<file path="src/rtl/pie_symbol_decoder_if.sv">
// ---------------------------------------------------------------------------
// pie_symbol_decoder_if
// Decoded-symbol bus between the PIE front end (master) and the command
// parser (slave).
//   bit_out    decoded data bit, qualified by bit_valid
//   bit_valid  one-cycle strobe per decoded symbol
//   preamble   TRcal was seen in the current frame (Query)
//   rtcal      captured RTcal interval (clk cycles)
//   trcal      captured TRcal interval, 0 when the frame carried none
//   cmd_done   one-cycle end-of-command strobe
//   frame_err  one-cycle framing error strobe
//   busy       decoder is inside a frame
// ---------------------------------------------------------------------------
interface pie_symbol_decoder_if;
    logic       bit_out;
    logic       bit_valid;
    logic       preamble;
    logic [9:0] rtcal;
    logic [9:0] trcal;
    logic       cmd_done;
    logic       frame_err;
    logic       busy;

    modport master (
        output bit_out, bit_valid, preamble, rtcal, trcal,
               cmd_done, frame_err, busy
    );

    modport slave (
        input  bit_out, bit_valid, preamble, rtcal, trcal,
               cmd_done, frame_err, busy
    );
endinterface

</file>
<file path="src/rtl/pie_symbol_decoder.sv">
// ---------------------------------------------------------------------------
// pie_symbol_decoder
// Gen2 reader-to-tag PIE front end. Synchronizes the demodulator envelope,
// drives an external 10-bit interval counter, measures delimiter / Tari /
// RTcal / optional TRcal and then slices each symbol into a data bit.
//
// Ports
//   clk         system clock
//   reset_n     asynchronous active-low reset
//   demod_in    raw envelope (asynchronous), low = reader pulse
//   count       interval counter value
//   overflow    interval counter saturated (count > 750)
//   cnt_clear   registered clear to the interval counter
//   cnt_enable  interval counter enable (= busy)
//   bus         decoded-symbol interface (master side)
//
// Build option
//   PIE_TRCAL_CHECK_EN  when defined, a TRcal candidate is accepted only if
//                       rtcal + rtcal/8 <= sample <= 3*rtcal; otherwise the
//                       frame is rejected with frame_err.
// ---------------------------------------------------------------------------
module pie_symbol_decoder #(
    parameter logic [9:0] DELIM_MIN = 10'd10,
    parameter logic [9:0] DELIM_MAX = 10'd200
) (
    input  logic                  clk,
    input  logic                  reset_n,
    input  logic                  demod_in,
    input  logic [9:0]            count,
    input  logic                  overflow,
    output logic                  cnt_clear,
    output logic                  cnt_enable,
    pie_symbol_decoder_if.master  bus
);

    typedef enum logic [2:0] {
        S_IDLE,
        S_DELIM,
        S_TARI,
        S_RTCAL,
        S_CAL2,
        S_DATA
    } state_t;

    state_t     state_q;
    logic       sync1_q;
    logic       sync2_q;
    logic       hist_q;
    logic       cnt_clear_q;
    logic       bit_out_q;
    logic       bit_valid_q;
    logic       preamble_q;
    logic       cmd_done_q;
    logic       frame_err_q;
    logic       got_bit_q;
    logic [9:0] rtcal_q;
    logic [9:0] trcal_q;

    logic       fall_det;
    logic       rise_det;
    logic [9:0] pivot;
    logic       bit_slice;
    logic       trcal_ok;

    // Edges are taken between the second synchronizer flop and the history
    // flop, so the interval counter value seen alongside an edge is the
    // count for that edge.
    assign fall_det  = hist_q & ~sync2_q;
    assign rise_det  = ~hist_q & sync2_q;
    assign pivot     = {1'b0, rtcal_q[9:1]};
    assign bit_slice = (count >= pivot);

`ifdef PIE_TRCAL_CHECK_EN
    logic [11:0] sample_w;
    logic [11:0] trcal_lo;
    logic [11:0] trcal_hi;

    // 3*rtcal reaches 12 bits, so the whole window is evaluated at 12 bits.
    assign sample_w = {2'b00, count};
    assign trcal_lo = {2'b00, rtcal_q} + {5'b00000, rtcal_q[9:3]};
    assign trcal_hi = {2'b00, rtcal_q} * 12'd3;
    assign trcal_ok = (sample_w >= trcal_lo) && (sample_w <= trcal_hi);
`else
    assign trcal_ok = 1'b1;
`endif

    always_ff @(posedge clk or negedge reset_n) begin
        if (!reset_n) begin
            state_q     <= S_IDLE;
            sync1_q     <= 1'b1;
            sync2_q     <= 1'b1;
            hist_q      <= 1'b1;
            cnt_clear_q <= 1'b1;
            bit_out_q   <= 1'b0;
            bit_valid_q <= 1'b0;
            preamble_q  <= 1'b0;
            cmd_done_q  <= 1'b0;
            frame_err_q <= 1'b0;
            got_bit_q   <= 1'b0;
            rtcal_q     <= 10'd0;
            trcal_q     <= 10'd0;
        end else begin
            sync1_q <= demod_in;
            sync2_q <= sync1_q;
            hist_q  <= sync2_q;

            // Strobes default low; each branch raises at most one of them.
            bit_valid_q <= 1'b0;
            cmd_done_q  <= 1'b0;
            frame_err_q <= 1'b0;
            cnt_clear_q <= 1'b0;

            if (state_q == S_IDLE) begin
                // Counter held cleared while idle; the clear also stays up
                // for the cycle after the opening falling edge.
                cnt_clear_q <= 1'b1;
                got_bit_q   <= 1'b0;
                if (fall_det) begin
                    state_q <= S_DELIM;
                end
            end else if (overflow) begin
                // Overflow outranks any edge arriving in the same cycle.
                state_q     <= S_IDLE;
                cnt_clear_q <= 1'b1;
                if (state_q == S_DATA && sync2_q) begin
                    // Line parked high after the last symbol: end of command,
                    // provided at least one bit was actually delivered.
                    if (got_bit_q) begin
                        cmd_done_q <= 1'b1;
                    end else begin
                        frame_err_q <= 1'b1;
                    end
                end else if (!(state_q == S_DELIM && sync2_q)) begin
                    frame_err_q <= 1'b1;
                end
            end else if (rise_det) begin
                cnt_clear_q <= 1'b1;
                case (state_q)
                    S_DELIM: begin
                        // An out-of-range delimiter is simply not a frame.
                        if (count >= DELIM_MIN && count <= DELIM_MAX) begin
                            state_q <= S_TARI;
                        end else begin
                            state_q <= S_IDLE;
                        end
                    end
                    S_TARI: begin
                        state_q <= S_RTCAL;
                    end
                    S_RTCAL: begin
                        rtcal_q <= count;
                        state_q <= S_CAL2;
                    end
                    S_CAL2: begin
                        if (count > rtcal_q) begin
                            if (trcal_ok) begin
                                trcal_q    <= count;
                                preamble_q <= 1'b1;
                                state_q    <= S_DATA;
                            end else begin
                                frame_err_q <= 1'b1;
                                state_q     <= S_IDLE;
                            end
                        end else begin
                            // No TRcal: this interval is already data.
                            preamble_q  <= 1'b0;
                            trcal_q     <= 10'd0;
                            bit_out_q   <= bit_slice;
                            bit_valid_q <= 1'b1;
                            got_bit_q   <= 1'b1;
                            state_q     <= S_DATA;
                        end
                    end
                    S_DATA: begin
                        if (count > rtcal_q) begin
                            frame_err_q <= 1'b1;
                            state_q     <= S_IDLE;
                        end else begin
                            bit_out_q   <= bit_slice;
                            bit_valid_q <= 1'b1;
                            got_bit_q   <= 1'b1;
                        end
                    end
                    default: begin
                        state_q <= S_IDLE;
                    end
                endcase
            end
        end
    end

    assign cnt_clear     = cnt_clear_q;
    assign cnt_enable    = (state_q != S_IDLE);
    assign bus.busy      = (state_q != S_IDLE);
    assign bus.bit_out   = bit_out_q;
    assign bus.bit_valid = bit_valid_q;
    assign bus.preamble  = preamble_q;
    assign bus.rtcal     = rtcal_q;
    assign bus.trcal     = trcal_q;
    assign bus.cmd_done  = cmd_done_q;
    assign bus.frame_err = frame_err_q;

endmodule
</file>
<file path="src/flat_wrapper.sv">
// flat-port wrapper written by rule: the top's interface ports become plain ports
module pie_symbol_decoder_flat 
#(
    parameter logic [9:0] DELIM_MIN = 10'd10,
    parameter logic [9:0] DELIM_MAX = 10'd200
)
  (clk, reset_n, demod_in, count, overflow, cnt_clear, cnt_enable, bus_bit_out, bus_bit_valid, bus_preamble, bus_rtcal, bus_trcal, bus_cmd_done, bus_frame_err, bus_busy);
  pie_symbol_decoder_if bus_i ();
  input  logic clk;
  input  logic reset_n;
  input  logic demod_in;
  input  logic [9:0] count;
  input  logic overflow;
  output logic cnt_clear;
  output logic cnt_enable;
  output wire logic [$bits(bus_i.bit_out)-1:0] bus_bit_out;
  output wire logic [$bits(bus_i.bit_valid)-1:0] bus_bit_valid;
  output wire logic [$bits(bus_i.preamble)-1:0] bus_preamble;
  output wire logic [$bits(bus_i.rtcal)-1:0] bus_rtcal;
  output wire logic [$bits(bus_i.trcal)-1:0] bus_trcal;
  output wire logic [$bits(bus_i.cmd_done)-1:0] bus_cmd_done;
  output wire logic [$bits(bus_i.frame_err)-1:0] bus_frame_err;
  output wire logic [$bits(bus_i.busy)-1:0] bus_busy;
  assign bus_bit_out = bus_i.bit_out;
  assign bus_bit_valid = bus_i.bit_valid;
  assign bus_preamble = bus_i.preamble;
  assign bus_rtcal = bus_i.rtcal;
  assign bus_trcal = bus_i.trcal;
  assign bus_cmd_done = bus_i.cmd_done;
  assign bus_frame_err = bus_i.frame_err;
  assign bus_busy = bus_i.busy;
  pie_symbol_decoder #(.DELIM_MIN(DELIM_MIN), .DELIM_MAX(DELIM_MAX)) u_core (.clk(clk), .reset_n(reset_n), .demod_in(demod_in), .count(count), .overflow(overflow), .cnt_clear(cnt_clear), .cnt_enable(cnt_enable), .bus(bus_i));
endmodule
</file>
<file path="config.mk">
export PLATFORM = sky130hd
export DESIGN_NAME = pie_symbol_decoder_flat
export DESIGN_NICKNAME = d
export VERILOG_FILES = /design/src/rtl/pie_symbol_decoder_if.sv /design/src/rtl/pie_symbol_decoder.sv /design/src/flat_wrapper.sv
export SDC_FILE = /design/constraint.sdc
export NUM_CORES = 1
export LEC_CHECK = 0
export ABC_AREA = 1
export CORE_AREA = 2 2 64 66
export CTS_BUF_LIST = sky130_fd_sc_hd__clkbuf_4 sky130_fd_sc_hd__clkbuf_8
export DETAILED_ROUTE_END_ITERATION = 8
export DIE_AREA = 0 0 66 68
export GPL_ROUTABILITY_DRIVEN = 0
export GPL_TIMING_DRIVEN = 0
export PLACE_DENSITY = 0.81
export SETUP_SLACK_MARGIN = 0.15
export SYNTH_ARGS = -nofsm -noshare
export SYNTH_HDL_FRONTEND = slang
export SYNTH_SLANG_ARGS = --single-unit
</file>
<file path="constraint.sdc">
create_clock -name clk -period 2.15 [get_ports clk]
set_input_delay 0.215 -clock clk [delete_from_list [all_inputs] [get_ports clk]]
set_output_delay 0.215 -clock clk [all_outputs]
set_load 0.1 [all_outputs]
</file>
==> results of run 1 <==
[logic make-up (layout without fill, tap and decap cells)]
family          after synthesis  count (layout)  synth area share
compound gates               31              31            0.1075
buf+inv                      35              85           0.07697
fa+ha+maj                    19              19            0.1209
simple gates                119             119            0.2723
flops                        33              33            0.4224
[per-stage QoR]
step / instance area [um2] / hold slack, ns
finish: 2541 / 0.3574
global route: 2541 / 0.3453
CTS: 2524 / 0.3506
detailed placement: 2446 / 0.3093
global placement: 2451 / 0.3461
floorplan: 1978 / -0.08059
[cell usage in the layout, fill, tap and decap left out, types with 8 or more instances in the layout]
master,count
dfrtp_1,20
o21ai_0,9
dlygate4sd2_1,13
clkdlybuf4s50_1,15
dfrtp_2,9
ha_1,19
inv_1,28
nor2_1,17
nand3_1,8
nor2_2,9
dlymetal6s2s_1,10
a21oi_1,8
nand2_1,72
[power by group through the flow]
| stage | sequential, W | combinational, W | clock (W) |
|---|---|---|---|
| after global routing | 0.000752 | 0.00117 | 0.000490 |
| after floorplan | 0.00114 | 0.000487 | 0 |
| after detailed placement | 0.000754 | 0.00115 | 0 |
| after global placement | 0.000754 | 0.00113 | 0 |
| after CTS | 0.000744 | 0.00111 | 0.000464 |
| final | 0.000744 | 0.00110 | 0.000456 |
[routing by layer]
layer / track usage / part of all wire / vias to the layer above
li1: - / - / 860
met1: 0.2705 / 0.45 / 764
met2: 0.3472 / 0.47 / 49
met3: 0.05099 / 0.057 / 11
met4: 0.07143 / 0.020 / 0
met5: 0 / 0 / -
[what timing repair did]
action	4_1_cts	5_1_grt
pin swaps	0	1
endpoints found under the setup margin	15	13
hold buffers	1	0
resized for setup	15	14
hold endpoints to repair	7	0
[worst register-to-register path: cells and delay by family (launching register included)]
| kind | cells | cell delay (ns) |
|---|---|---|
| adder cells (fa/ha/maj) | 1 | 0.31 |
| buffers and inverters | 1 | 0.07 |
| flip-flops | 1 | 0.37 |
| AND/OR/NAND/NOR | 9 | 0.90 |
[path summary, 6_finish.rpt]
path                                                   endpoint  slack, ns  cells past startpoint
worst max register to register    u_core.state_q[1]$_DFFE_PN0P_       0.40                     11
max in group asynchronous       u_core.bus.rtcal[9]$_DFFE_PN0P_       1.12                      2
worst min register to register         u_core.sync2_q$_DFF_PN1_       0.36                      0
worst min-delay path                   u_core.sync1_q$_DFF_PN1_       0.36                      1
worst max-delay path                              bus_bit_valid       0.20                      1
min in group asynchronous       u_core.bus.rtcal[4]$_DFFE_PN0P_       0.53                      2
[cell type report]
type | instances | share of cell area
plain buffers | 4 | 0.01379
clock buffers | 6 | 0.03003
clock inverters | 2 | 0.003939
inverters | 31 | 0.04579
multi-input cells | 169 | 0.3875
flip-flops and latches | 33 | 0.3314
well taps | 50 | 0.02462
repair buffers | 42 | 0.1630
==> impl_results.md, run 1 <==
- Ys Warns: 0
- Rel. slew slack: 0.3493
- Post-synth top area share: 0.3690
- Layout cells sized above 1: 0.1986
- Routed vias: between 1,500 and 2,000
- Total Nets Final: around 320
- Sequential cell area: 842.1 um2
- CTS tree: yes
- Final setup viols: 0
- Die Y-Extent: 68 um
- Top cells by area, synth: dfrtp_1 37%, nand2_1 14%, ha_1 12%
- Final WS setup: approximately 0.20 ns
- Fill cells: 341
- Max H-tree Level: 2
- Peak supply drop: 0.5021 mV
- Sequential share of power: 0.323
- Period utilization: 0.9079
- Largest stage delay on the critical path: approximately 1.1 ns
- Clk buf depth: 2
- Avg Inst Size Synth: about 8.3 um2
- Ports: 42
- Drt first pass iters: 5
- EDFF count, synth: 0
- Fin crit period: 1.952 ns
- Worst setup path start: u_core.bus.bit_valid$_DFF_PN0_
- Sw power: 0.001124 W
- Root buffer cell: clkbuf_8
- Gr ovfl total: 0
- Worst Max-Slew Pin Slew: 0.9744 ns
- Prevailing post-synth register cell: dfrtp_1
- Worst EP required: 1.93 ns
- Post-synth top area cell: dfrtp_1
- Post-Syn Nets: 270
- Post-CTS setup buffer count: 0
- Core Area: between 3000 and 4000 um2
- Pwr per Cell Area: 906.9 nW/um2
- Hold Startpoint: demod_in
- Net switching fraction of the power: 0.4877
- Largest net degree at the start of global routing: 34
- Die footprint: 4488 um2
- Avg WL per Cell: 12.69 um
- FMAX: 512.3 MHz
- P_int: 0.001181 W
- Ys async rst share: 1.000
- DR iter-0 viols: 60
- CP Capture Type: output pin
- GRT Util Overall: 0.2094
- Buf/Inv on CP: 1
- Critical path cell sequence: clkdlybuf4s50_1
- I/O Buffers: 41
- Initial antenna violation count: 0
- Slew Limit Fails: 0
- Skew-Pair Late Insertion Delay: 0.29 ns
- Commonest cells post-synth: 72 x nand2_1, 29 x dfrtp_1, 28 x inv_1, 19 x ha_1, 17 x nor2_1
- TritonCTS buffer count: 5
- Fin util: 0.6590
- Antenna-violating nets left: 0
- Power consumption: 0.002305 W
- DP Worst Slack: about 0.018 ns
- Max cap viols: 0
- Setup CP Type: flip-flop to output pin
- Layout area overhead: 29.20%
- Effective utilization at floorplan: 0.5101
- RSZ-0062 raised after global routing: no
- Pleak: 1.440 nW
- Register area share after synthesis: 0.4224
- CP max FO: 1
- Synth Cell Area: 1967 um2
- Post-synth cell types: 26
- Clock power frac: 0.198
- Die span in x: 66 um
- Final hold violation count: 0
- Vias in the first global route: 1,548
- Clock sinks: 33
- Multi-input gate area: 984.7 um2
- Startpoint Class: flip-flop
- Worst hold path type: input pin to flip-flop
- Placed insts: between 300 and 400
- Logic pwr share: 0.479
- Antenna cells: 0
- Crit path max-delay family: buffers and inverters
- R2R Path Start: u_core.bus.rtcal[9]$_DFFE_PN0P_
- DR vias/cell: 4.997
- DRC: 0
- Clock Skew: 0.01258 ns
- Setup TNS: 0 ns
- Site Rows: 23
- Post-Route WL: 4276 um
- Post-DP HPWL: 3265 um
- CP max stage cell: clkdlybuf4s50_1
- Count leader, synth: nand2_1
- Post-synthesis register bit count: 33
- Syn Inst Count: 237
- CP arrival: between 1.5 and 2 ns
- Post-route insts no fill: approximately 340
- First-pass GRT wire length: 6948 um
- Clk slew on worst S/H paths: about 0.06 ns
- Status: finished, final reports clean
Note: power is estimated with default switching activity, not from simulation.
==> run 2: changes to the inputs <==
--- a/config.mk
+++ b/config.mk
@@ -8,9 +8,10 @@
 export ABC_AREA = 1
-export CORE_AREA = 2 2 64 66
+export CORE_AREA = 2 2 50 86
 export CTS_BUF_LIST = sky130_fd_sc_hd__clkbuf_4 sky130_fd_sc_hd__clkbuf_8
 export DETAILED_ROUTE_END_ITERATION = 8
-export DIE_AREA = 0 0 66 68
+export DIE_AREA = 0 0 52 88
 export GPL_ROUTABILITY_DRIVEN = 0
 export GPL_TIMING_DRIVEN = 0
-export PLACE_DENSITY = 0.81
+export PLACE_DENSITY = 0.8
+export RECOVER_POWER = 100
 export SETUP_SLACK_MARGIN = 0.15
==> constraint.sdc (replaced) <==
create_clock -name clk -period 2.15 [get_ports clk]
set_input_delay 0.43 -clock clk [delete_from_list [all_inputs] [get_ports clk]]
set_output_delay 0.43 -clock clk [all_outputs]
set_load 0.1 [all_outputs]
==> run 2 against run 1 <==
Compared with the run above: register-to-register slack got worse by 0.05 ns; routed wire length up 5.5%; sequential power about the same; via count increased by 2.3%; flip-flop and latch count is the same; setup slack got worse by 0.016 ns; hold slack worse by 0.16 ns.
==> impl_results.md, run 2 (synthesis results as in run 1) <==
- Placed insts: 326 (-0.61%)
- Worst hold-check slack: 0.2006 ns (-0.1568 ns)
- Final setup viols: 0 (unchanged)
- Max H-tree Level: 2 (unchanged)
- Worst EP required: 1.72 ns (-0.21 ns)
- DR iter-0 viols: 44 (-27%)
- First-pass GRT wire length: 7438 um (+7.1%)
- Largest stage delay on the critical path: 0.86 ns (-0.26 ns)
- Worst hold path type: input pin to asynchronous set/reset pin
- DR vias/cell: 5.143 (+2.9%)
- Slew Limit Fails: 0 (unchanged)
- Effective utilization at floorplan: 0.5087 (-0.001321)
- Die footprint: 4576 um2 (+2.0%)
- Largest net degree at the start of global routing: 34 (unchanged)
- Gr ovfl total: 0 (unchanged)
- Met3 Usage GRT: 0.02560 (-0.02539)
- Core Area: 3866 um2 (+0.26%)
- Met1 GRT Util: 0.2300 (-0.04052)
- Antenna-violating nets left: 0 (unchanged)
- Vias in the first global route: 1,782 (+15%)
- Hold buffer count at cts: 0 (-1)
- Final hold violation count: 0 (unchanged)
- Pwr per Cell Area: 1017 nW/um2 (+12%)
- RSZ-0062 raised after global routing: no
- Total Nets Final: 319 (unchanged)
- Fin util: 0.6181 (-0.04087)
- CP max stage cell: clkbuf_1
- Clk buf depth: 2 (unchanged)
- Clk slew on worst S/H paths: 0.07 ns (about the same)
- Clock sinks: 33 (unchanged)
- CTS tree: yes
- Initial antenna violation count: 0 (unchanged)
- Post-Route WL: 4512 um (+5.5%)
- Post-route insts no fill: 335 (-0.59%)
- Setup CP Type: flip-flop to output pin
- Clock Skew: 0.003624 ns (-0.008954 ns)
- DP Worst Slack: -0.1860 ns (-0.2037 ns)
- Grt met2 use: 0.3936 (+0.04633)
- CP Capture Type: output pin
- Site Rows: 30 (+30%)
- Layout area overhead: 21.50%
- Root buffer cell: clkbuf_8
- Fill cells: 370 (+8.5%)
- Buf/Inv on CP: 1 (unchanged)
- FMAX: 508.2 MHz (-0.81%)
- DRC: 0 (unchanged)
- Status: finished, final reports clean
- Most congested layer reported by global routing: met2
- Critical path cell sequence: clkbuf_1
- Die Y-Extent: 88 um (+29%)
- Routed vias: 1,723 (+2.3%)
- Worst Max-Slew Pin Slew: 1.192 ns (+0.2180 ns)
- Drt first pass iters: 4 (-1)
- Post-DP HPWL: 3347 um (+2.5%)
- CP max FO: 3 (+2)
- TritonCTS buffer count: 5 (unchanged)
- Ports: 42 (unchanged)
- Most common cell after layout, fill and taps aside: nand2_1
- Die span in x: 52 um (-21%)
- Avg WL per Cell: 13.47 um (+6.1%)
- Crit path max-delay family: buffers and inverters
- Final WS setup: 0.1822 ns (-0.01592 ns)
- Antenna cells: 0 (unchanged)
- I/O Buffers: 41 (unchanged)
- Skew-Pair Late Insertion Delay: 0.29 ns (about the same)
- Fin crit period: 1.968 ns (+0.01592 ns)
- CP arrival: 1.54 ns (-0.20 ns)
- Peak supply drop: 0.9639 mV (+92%)
- Max cap viols: 0 (unchanged)
- Rel. slew slack: 0.2084 (-0.1409)
- Pleak: 1.216 nW (-16%)
- Startpoint Class: flip-flop
- GRT Util Overall: 0.2206 (+0.01113)
- Layout cells sized above 1: 0.1777 (-0.02091)
- Most frequent cells in the layout: 70 x nand2_1, 28 x inv_1, 27 x clkbuf_1
- Power consumption: 0.002431 W (+5.5%)
- Period utilization: 0.9153 (+0.007406)
[run 2: changes by cell type in the layout (fill, tap and decap cells not counted), sizes merged, moves of 2 or more]
cell,previous run,this run
dlygate4sd2,13,5
dlymetal6s2s,10,1
dlygate4sd3,1,3
clkinv,2,0
clkbuf,8,35
clkdlybuf4s50,15,3
[run 2: metal layers]
metal / share of wire / up-vias
met1: 0.37 / 809
met2: 0.54 / 44
li1: - / 853
met3: 0.037 / 17
met5: 0 / -
met4: 0.048 / 0
[run 2: metrics by stage]
step | TNS, ns | cell area, um2
3_3_place_gp | -2.340 | 2449
3_5_place_dp | -1.291 | 2444
4_1_cts | 0 | 2530
5_1_grt | 0 | 2390
6_report | 0 | 2390
2_1_floorplan | 0 | 1978
[run 2: final cells by class]
cell class	instances	area (um2)	share of cell area
Tap cell	48	60.06	0.02513
Inverter	31	116.4	0.04869
Buffer	4	27.53	0.01152
Sequential cell	33	842.1	0.3524
Timing Repair Buffer	42	240.2	0.1005
Multi-Input combinational cell	169	983.4	0.4115
Clock inverter	1	30.03	0.01257
Clock buffer	7	90.09	0.03770
[run 2: final timing paths]
kind,startpoint,endpoint,slack [ns],cells past startpoint
min,reset_n,u_core.bus.rtcal[3]$_DFFE_PN0P_,0.20,1
max reg2reg,u_core.sync2_q$_DFF_PN1_,u_core.bus.rtcal[5]$_DFFE_PN0P_,0.35,8
max,u_core.bus.rtcal[8]$_DFFE_PN0P_,bus_rtcal[8],0.18,1
max in group asynchronous,reset_n,u_core.bus.rtcal[7]$_DFFE_PN0P_,1.43,1
min reg2reg,u_core.sync1_q$_DFF_PN1_,u_core.sync2_q$_DFF_PN1_,0.36,0
min in group clk,u_core.sync1_q$_DFF_PN1_,u_core.sync2_q$_DFF_PN1_,0.36,0
[run 2: power by group]
part	internal [W]	switching, W	leakage (nW)	total (W)
sequential	0.000698	0.0000489	0.404	0.000747
combinational	0.000200	0.000867	0.750	0.00107
clock	0.000390	0.000227	0.0619	0.000617
[run 2: timing repair]
action,CTS,global route
pin swaps,0,1
cloned,0,0
setup buffers,0,1
setup endpoints to repair,32,9
resized for setup,39,10
==> run 3: changes to the inputs <==
Settings changed: SKIP_LAST_GASP set to 1.
==> results of run 3 <==
No change in the layout: final DEF, timing and power equal those of run 2.
